<file path="src/rtl/gsm_ingress_alloc.sv">
// Per-port ingress allocation controller: HMP pointer prefetch, cell accept, GSM write command, in-flight credit.
// Optional statistics counters enabled by defining GSM_INGRESS_STATS_EN.
module gsm_ingress_alloc #(
    parameter int unsigned MWIDTH       = 4,
    parameter int unsigned AWIDTH       = 7,
    parameter int unsigned MAX_INFLIGHT = 128
) (
    input  logic              clk_80M,
    input  logic              rst_n,
    input  logic              i_enable,
    input  logic              i_cell_valid,
    input  logic [MWIDTH-1:0] i_cell_multicast,
    output logic              o_cell_ready,
    output logic              o_wr_en,
    output logic [AWIDTH-1:0] o_wr_addr,
    output logic [MWIDTH-1:0] o_multicast,
    output logic              o_hmp_rd,
    input  logic              i_hmp_valid,
    input  logic [AWIDTH-1:0] i_hmp_addr,
    input  logic              i_bf_free_flag,
    output logic [AWIDTH:0]   o_inflight,
    output logic              o_err,
    output logic [15:0]       o_cell_cnt,
    output logic [15:0]       o_stall_cnt
);

    typedef enum logic [1:0] {
        ST_IDLE = 2'd0,
        ST_RUN  = 2'd1,
        ST_HALT = 2'd2
    } state_e;

    localparam logic [AWIDTH:0] MAX_CNT = (AWIDTH+1)'(MAX_INFLIGHT);

    state_e              state_q, state_d;
    logic [AWIDTH-1:0]   ptr_mem_q [2];
    logic                rd_idx_q, rd_idx_d;
    logic [1:0]          ptr_cnt_q, ptr_cnt_d;
    logic                rd_pend_q;
    logic [AWIDTH:0]     inflight_q, inflight_d;
    logic                err_q, err_d;
    logic                wr_en_q;
    logic [AWIDTH-1:0]   wr_addr_q, wr_addr_d;
    logic [MWIDTH-1:0]   mc_q, mc_d;

    logic                cell_ready;
    logic                accept;
    logic                hmp_rd;
    logic                wr_idx;
    logic [2:0]          fill_lvl;
    logic                free_err;
    logic                mc_err;

    always_comb begin
        cell_ready = (state_q == ST_RUN) && (ptr_cnt_q != 2'd0) && (inflight_q < MAX_CNT);
        accept     = i_cell_valid & cell_ready;
        // Pointers already cached plus one in flight from the HMP, minus the one leaving now.
        fill_lvl   = {1'b0, ptr_cnt_q} + {2'b00, rd_pend_q} - {2'b00, accept};
        hmp_rd     = rst_n & i_hmp_valid & (state_q != ST_HALT) & (fill_lvl < 3'd2);
        wr_idx     = rd_idx_q ^ ptr_cnt_q[0];
        free_err   = i_bf_free_flag & (inflight_q == '0);
        mc_err     = accept & (i_cell_multicast == '0);

        rd_idx_d   = accept ? ~rd_idx_q : rd_idx_q;
        ptr_cnt_d  = ptr_cnt_q + {1'b0, rd_pend_q} - {1'b0, accept};

        wr_addr_d  = wr_addr_q;
        mc_d       = mc_q;
        if (accept) begin
            wr_addr_d = ptr_mem_q[rd_idx_q];
            mc_d      = i_cell_multicast;
        end

        inflight_d = inflight_q;
        case ({accept, i_bf_free_flag})
            2'b10:   inflight_d = inflight_q + 1'b1;
            2'b01:   if (inflight_q != '0) inflight_d = inflight_q - 1'b1;
            default: inflight_d = inflight_q;
        endcase

        err_d   = err_q | free_err | mc_err;
        state_d = state_q;
        if (free_err || mc_err) begin
            state_d = ST_HALT;
        end else begin
            case (state_q)
                ST_IDLE: if (i_enable)  state_d = ST_RUN;
                ST_RUN:  if (!i_enable) state_d = ST_IDLE;
                ST_HALT: state_d = ST_HALT;
                default: state_d = ST_HALT;
            endcase
        end
    end

    always_ff @(posedge clk_80M or negedge rst_n) begin
        if (!rst_n) begin
            state_q      <= ST_IDLE;
            ptr_mem_q[0] <= '0;
            ptr_mem_q[1] <= '0;
            rd_idx_q     <= 1'b0;
            ptr_cnt_q    <= '0;
            rd_pend_q    <= 1'b0;
            inflight_q   <= '0;
            err_q        <= 1'b0;
            wr_en_q      <= 1'b0;
            wr_addr_q    <= '0;
            mc_q         <= '0;
        end else begin
            state_q    <= state_d;
            rd_idx_q   <= rd_idx_d;
            ptr_cnt_q  <= ptr_cnt_d;
            rd_pend_q  <= hmp_rd;
            inflight_q <= inflight_d;
            err_q      <= err_d;
            wr_en_q    <= accept;
            wr_addr_q  <= wr_addr_d;
            mc_q       <= mc_d;
            // When full, the push slot is the head being popped this same cycle.
            if (rd_pend_q) ptr_mem_q[wr_idx] <= i_hmp_addr;
        end
    end

`ifdef GSM_INGRESS_STATS_EN
    logic [15:0] cell_cnt_q, cell_cnt_d;
    logic [15:0] stall_cnt_q, stall_cnt_d;

    always_comb begin
        cell_cnt_d  = cell_cnt_q;
        stall_cnt_d = stall_cnt_q;
        if (accept && cell_cnt_q != '1) cell_cnt_d = cell_cnt_q + 16'd1;
        if ((state_q == ST_RUN) && i_cell_valid && !cell_ready && stall_cnt_q != '1)
            stall_cnt_d = stall_cnt_q + 16'd1;
    end

    always_ff @(posedge clk_80M or negedge rst_n) begin
        if (!rst_n) begin
            cell_cnt_q  <= '0;
            stall_cnt_q <= '0;
        end else begin
            cell_cnt_q  <= cell_cnt_d;
            stall_cnt_q <= stall_cnt_d;
        end
    end

    assign o_cell_cnt  = cell_cnt_q;
    assign o_stall_cnt = stall_cnt_q;
`else
    assign o_cell_cnt  = '0;
    assign o_stall_cnt = '0;
`endif

    assign o_cell_ready = cell_ready;
    assign o_hmp_rd     = hmp_rd;
    assign o_wr_en      = wr_en_q;
    assign o_wr_addr    = wr_addr_q;
    assign o_multicast  = mc_q;
    assign o_inflight   = inflight_q;
    assign o_err        = err_q;

endmodule

</file>
<file path="config.mk">
export PLATFORM = sky130hd
export DESIGN_NAME = gsm_ingress_alloc
export DESIGN_NICKNAME = d
export VERILOG_FILES = /design/src/rtl/gsm_ingress_alloc.sv
export SDC_FILE = /design/constraint.sdc
export NUM_CORES = 1
export LEC_CHECK = 0
export ABC_CLOCK_PERIOD_IN_PS = 4000
export CAP_MARGIN = 40
export CORE_ASPECT_RATIO = 0.9
export CORE_MARGIN = 4
export CORE_UTILIZATION = 46
export DETAILED_ROUTE_END_ITERATION = 8
export MAX_ROUTING_LAYER = met4
export PLACE_DENSITY = 0.8
export SETUP_SLACK_MARGIN = 0.1
export SLEW_MARGIN = 0
export SYNTH_ARGS = -nofsm -noshare
export SYNTH_HDL_FRONTEND = slang
export SYNTH_SLANG_ARGS = --single-unit
</file>
<file path="constraint.sdc">
create_clock -name clk_80M -period 4 [get_ports clk_80M]
set_input_delay 0.8 -clock clk_80M [delete_from_list [all_inputs] [get_ports clk_80M]]
set_output_delay 0.8 -clock clk_80M [all_outputs]
set_load 0.01 [all_outputs]
</file>
# [Yosys cells after proc, flatten, opt, wreduce, memory -nomap -nowiden]
# Index checks and enable logic that the tools add are counted.
[totals] regBits=41 inputBits=17 out_inout_bits=55
[classes] n_addsub=6 n_lt_le_gt_ge=5 n_eq_ne=7 muxes=12 n_bitwise=12 n_reduce_logical=12
[ops] operator="2-to-1 mux 7 bit" n=4
[ops] operator="one-hot mux 8 bit (2 select lines)" n=1
[ops] operator="bitwise mux 14 bit" n=1
[ops] operator="adder 8 x 1 -> 8 bit (second input constant)" n=1
[ops] operator="zero test 8 bit" n=1
[ops] operator="less-than comparator 8 bit (second input constant)" n=1
[ops] operator="2-to-1 mux 8 bit" n=1
[ops] operator="nonzero test 8 bit" n=1
[ops] operator="subtractor 8 x 1 -> 8 bit (second input constant)" n=1
[ops] operator="demux 7 bit (select 1 bit)" n=1
[ops] operator="bitwise AND 1 bit" n=6
[ops] operator="2-to-1 mux 2 bit" n=3
[ops] operator="== test 2 x 1 -> 1 bit (second input constant)" n=2
[ops] operator="greater-or-equal comparator 2 bit (second input constant)" n=2
[ops] operator="zero test 4 bit" n=1
[ops] operator="inequality test 2 bit (second input constant)" n=2
[ops] operator="NOT 1 -> 2 bit" n=2
[ops] operator="one-hot mux 2 bit (2 select lines)" n=1
[ops] operator="AND reduction 2 bit" n=2
[ops] operator="nonzero test 2 bit" n=2
[ops] operator="adder 2 x 1 -> 3 bit" n=1
[ops] operator="logical AND 1 bit" n=3
[ops] operator="less-than comparator 3 x 2 -> 1 bit (second input constant)" n=1
[ops] operator="inequality test 3 x 2 -> 1 bit (second input constant)" n=1
[ops] operator="11 further kinds" n=12

# [Logic depth before layout (Yosys ltp)]
# Gate-level depths: netlist of the first run.
[logic_depth] word_depth=8 depth_mapped=9 mapped_depth_nobuf=9

# [Worst setup path after synthesis of the first run]
# Ideal clock, no wire load.
[synth_path] path_kind="input-to-output" start="in i_cell_valid" end="out o_hmp_rd" t_arrival_ns=2.898 slack_ns=0.302 cell_stages=8 cell_sequence="nand3_1 > clkinv_1 > ha_1 > inv_1 > ha_1 > fa_1 > xnor2_1 > a2111oi_0"
[synth_between] elab_chain_len=4
[synth_rtl] item="start: declaration" line_no="11" text="input logic i_cell_valid,"
[synth_rtl] item="bitwise AND 1 bit" line_no="56" text="accept = i_cell_valid & cell_ready;"
[synth_rtl] item="net accept" line_no="47" text="logic accept;"
[synth_rtl] item="subtractor 3 x 1 -> 3 bit" line_no="58" text="fill_lvl = {1'b0, ptr_cnt_q} + {2'b00, rd_pend_q} - {2'b00, accept};"
[synth_rtl] item="less-than comparator 3 x 2 -> 1 bit" line_no="59" text="hmp_rd = rst_n & i_hmp_valid & (state_q != ST_HALT) & (fill_lvl < 3'd2);"
[synth_rtl] item="bitwise AND 1 bit" line_no="59"
[synth_rtl] item="end: declaration" line_no="17" text="output logic o_hmp_rd,"
# The timed path passes the listed nets, and every way through them passes these cells.

# [Worst setup path after layout of the first run]
[layout_path] start="in i_cell_valid" end="out o_hmp_rd"
[layout_between] elab_chain_len=4
[layout_rtl] item="bitwise AND 1 bit" line_no="56"
[layout_rtl] item="net accept" line_no="47"
[layout_rtl] item="subtractor 3 x 1 -> 3 bit" line_no="58"
[layout_rtl] item="net fill_lvl[1]" line_no="50" text="logic [2:0] fill_lvl;"
[layout_rtl] item="less-than comparator 3 x 2 -> 1 bit" line_no="59"
[layout_rtl] item="bitwise AND 1 bit" line_no="59"
# The timed path passes the listed nets, and every way through them passes these cells.

==> results of run 1 <==
## metal layers
layer,wire (microns),up-vias
met1,1790,741
li1,-,738
met2,1940,55
met3,279,5
met5,0,-
met4,72,0
## through the flow
stage / area (sq um) / power, W / setup TNS, ns / cells / setup WS (ns)
4_1_cts: 2660 / 0.00188 / 0 / 314 / 0.260
3_5_place_dp: 2530 / 0.00152 / -0.315 / 306 / -0.315
5_1_grt: 2660 / 0.00199 / 0 / 314 / 0.125
6_report: 2660 / 0.00185 / 0 / 314 / 0.260
3_3_place_gp: 2530 / 0.00149 / -0.295 / 306 / -0.295
2_1_floorplan: 2280 / 0.00122 / 0 / 236 / 0.302
## power by group through the flow
stage,sequential [W],combinational (W),clock [W]
2_1_floorplan,0.000769,0.000450,0
3_3_place_gp,0.000789,0.000702,0
3_5_place_dp,0.000795,0.000725,0
4_1_cts,0.000789,0.000739,0.000347
5_1_grt,0.000822,0.000811,0.000361
6_report,0.000788,0.000729,0.000336
## cells by family (layout without fill, tap and decap cells)
kind of cell | count (synthesis) | in the layout
other | 1 | 32
flip-flops | 41 | 41
multiplexers | 23 | 23
adder cells (fa/ha/maj) | 4 | 4
AO/OA/AOI/OAI | 28 | 28
buffers and inverters | 46 | 62
AND/OR/NAND/NOR | 56 | 56
XOR/XNOR | 6 | 6
## cell type report
type                    instances  area, sq um
clock buffers                   5         68.8
clock inverters                 3         46.3
fillers                       389         1830
inverters                       8         30.0
multi-input cells             149          972
flip-flops and latches         41         1030
well taps                      62         77.6
repair buffers                 46          438
## path summary, 6_finish.rpt
path / start / endpoint / slack, ns / depth (start not counted)
setup / recovery: i_cell_valid / o_hmp_rd / 0.26 / 10
hold / removal: o_multicast[3]$_DFFE_PN0P_ / o_multicast[3]$_DFFE_PN0P_ / 0.48 / 2
setup reg to reg: o_inflight[7]$_DFFE_PN0P_ / o_inflight[6]$_DFFE_PN0P_ / 1.23 / 9
hold reg to reg: o_multicast[3]$_DFFE_PN0P_ / o_multicast[3]$_DFFE_PN0P_ / 0.48 / 2
max in group asynchronous: rst_n / o_inflight[3]$_DFFE_PN0P_ / 3.05 / 2
min in group asynchronous: rst_n / o_inflight[1]$_DFFE_PN0P_ / 0.57 / 2
## state kept, by name, indices dropped and copies added (netlist names)
| register | flops |
|---|---|
| o_err | 1 |
| o_wr_addr | 7 |
| o_inflight | 8 |
| state_q | 2 |
| ptr_cnt_q | 2 |
| o_wr_en | 1 |
| ptr_mem_q | 14 |
| rd_pend_q | 1 |
| o_multicast | 4 |
| rd_idx_q | 1 |
## cell usage after synthesis
library cell  count  area [sq um]
ha_1              3          37.5
a21o_1            1          7.51
nor3_1            2          10.0
mux2i_1           8          80.1
o21ai_0          12          60.1
nand3_1           4          20.0
conb_1            1          3.75
nand2b_1          2          12.5
and4b_1           1          10.0
o31ai_1           2          15.0
a21oi_1           4          20.0
nand4b_1          1          8.76
clkbuf_1          4          15.0
buf_4            32           240
nor4_2            1          12.5
nor3b_1           3          22.5
a22oi_1           2          15.0
dfrtp_1          41          1030
xor2_1            1          8.76
nor2_1            5          18.8
or3b_1            2          17.5
or3_1             2          12.5
or2_2             2          12.5
a22o_1            2          17.5
o211a_1           1          10.0
nor4b_1           2          17.5
nand2_1          23          86.3
xnor2_1           5          43.8
or4_1             3          22.5
fa_1              1          20.0
clkinv_1          1          3.75
nor4_1            1          6.26
a2111oi_0         1          8.76
nand4_1           2          12.5
o21a_1            2          15.0
inv_1             7          26.3
buf_2             2          10.0
o311a_1           1          10.0
mux2_2           15           169
## what timing repair did
| item | in CTS | in global routing |
|---|---|---|
| gates resized for setup | 7 | 0 |
| setup endpoints to repair | 1 | 0 |
| buffers inserted | 0 | 0 |
## worst max-delay path, stage by stage
cell	delay [ns]
dlygate4sd2_1	0.26
nand3_2	0.07
clkinv_1	0.08
ha_1	0.27
inv_1	0.03
ha_1	0.18
fa_1	0.50
a2111oi_2	0.36
buf_4	0.17
clkdlybuf4s15_2	0.21
==> qor.csv, run 1 <==
stage;metric;value;unit
detailed_routing;Antenna Violating Nets Remaining;0;
setup_path;CP Max Fanout;2;
yosys;Synth Area in XOR/XNOR;2.43;%
yosys;largest family of logic cells by synthesized area;simple AND/OR/NAND/NOR gates;
setup_path;crit end category;output pin;
layout;Layout Utilization;59.2;%
yosys;post-synthesis simple-gate area fraction;14.0;%
hold_path;worst hold path type;reg -> reg;
yosys;Compound-Gate Fraction of Synth Area;8.26;%
yosys;flops & latches, synth;41;
layout;commonest non-fill, non-tap cell in the layout;dfrtp_1;
grt;first-pass GRT wire length;6.68;mm
die;Core Area;0.00449;sq mm
yosys;syn_area_per_cell;10.6;sq um
power;Peak VDD IR;388;uV
grt;initial antenna violation count;0;
outcome;status;finished clean;
layout;post-layout net count;272;
yosys;mux cell area share after synthesis;11.5;%
clock_network;Clock Sink Count;41;
detailed_routing;DRC;0;
setup_path;crit start category;primary input;
die;initial core utilization;48.2;%
yosys;Yosys cell types;39;
detailed_routing;drt total wl;4.08;mm
timing;Final min period;3.74;ns
clock_network;Root Buffer;clkbuf_8;
grt;most used routing layer;met2;
power;switching power;0.000644;W
clock_network;Worst-Skew Late Latency;0.30;ns
die;Die ar.;0.00587;sq mm
yosys;fraction of the mapped netlist area in adder cells;2.66;%
timing;Slew @ Worst Pin;0.798;ns
detailed_routing;drt first pass iters;4;
clock_network;CTS tree;done;
clock_network;post-cts hold buffer count;0;
grt;largest net degree at the start of global routing;42;
grt;met3 Use GR;3.58;%
grt;Total GRT Usage;15.2;%
layout;most frequent cells in the layout;41 x dfrtp_1, 36 x clkdlybuf4s50_1, 32 x conb_1;
grt;total congestion overflow;0;
layout;Antenna Diode Count;0;
grt;vias in the first global route;1431;
power;Pint;0.00121;W
timing;worst hold slack;0.477;ns
layout;layout cells sized above 1;14.7;%
power;sw frac;34.7;%
detailed_routing;Via density;4.90;
setup_path;Setup CP Type;in -> out;
run;maxcap violations;0;
timing;Fmax;267;MHz
clock_network;total CTS buffers;5;
setup_path;critical path required time;3.20;ns
die;Top Ports;72;
die;die width;80.3;microns
die;FP Rows;23;
timing;final setup violating endpoints;0;
power;sequential share of power;42.5;%
clock_network;Clock transition at path regs;0.08;ns
timing;Max-slew headroom;46.0;%
die;Die Y;73.1;microns
timing;Final period util;93.5;%
clock_network;maximum clock path buffer count;2;
power;Comb pwr share;39.4;%
timing;skew final;0.00780;ns
yosys;Cells after Synth;205;
clock_network;# H-tree levels;2;
setup_path;CP arrival;2.94;ns
placed_design;Port Buffers;39;
yosys;register area share after synthesis;47.4;%
grt;met2 Use GR;24.4;%
yosys;warning count from the yosys run;0;
detailed_routing;WL per Instance;13.0;microns
detailed_routing;DR vias;1539;
layout;Area Overhead vs Synth;22.8;%
grt;met1 Use GR;18.7;%
yosys;Syn Std Cell Area;0.00217;sq mm
placed_design;gpl congestion;0.809;
power;leak pwr;1.21;nW
timing;unrepaired setup endpoints after global routing;false;
power;PwrDens;697;mW/mm^2
detailed_routing;Initial DRC Count;91;
timing;max-slew violations;0;
timing;final hold vios;0;
power;Clock power frac;18.1;%
placed_design;DP Wirelength;3.00;mm
(Power assumes the default switching activity.)
==> run 2, diff against run 1 <==
- CAP_MARGIN: 40 -> 30
==> results of run 2 <==
Same layout as run 1: the final DEF is identical, and so are final timing and power.
==> run 3, diff against run 2 <==
- HOLD_SLACK_MARGIN: unset -> 0.12
==> results of run 3 <==
Same layout as run 1: the final DEF is identical, and so are final timing and power.
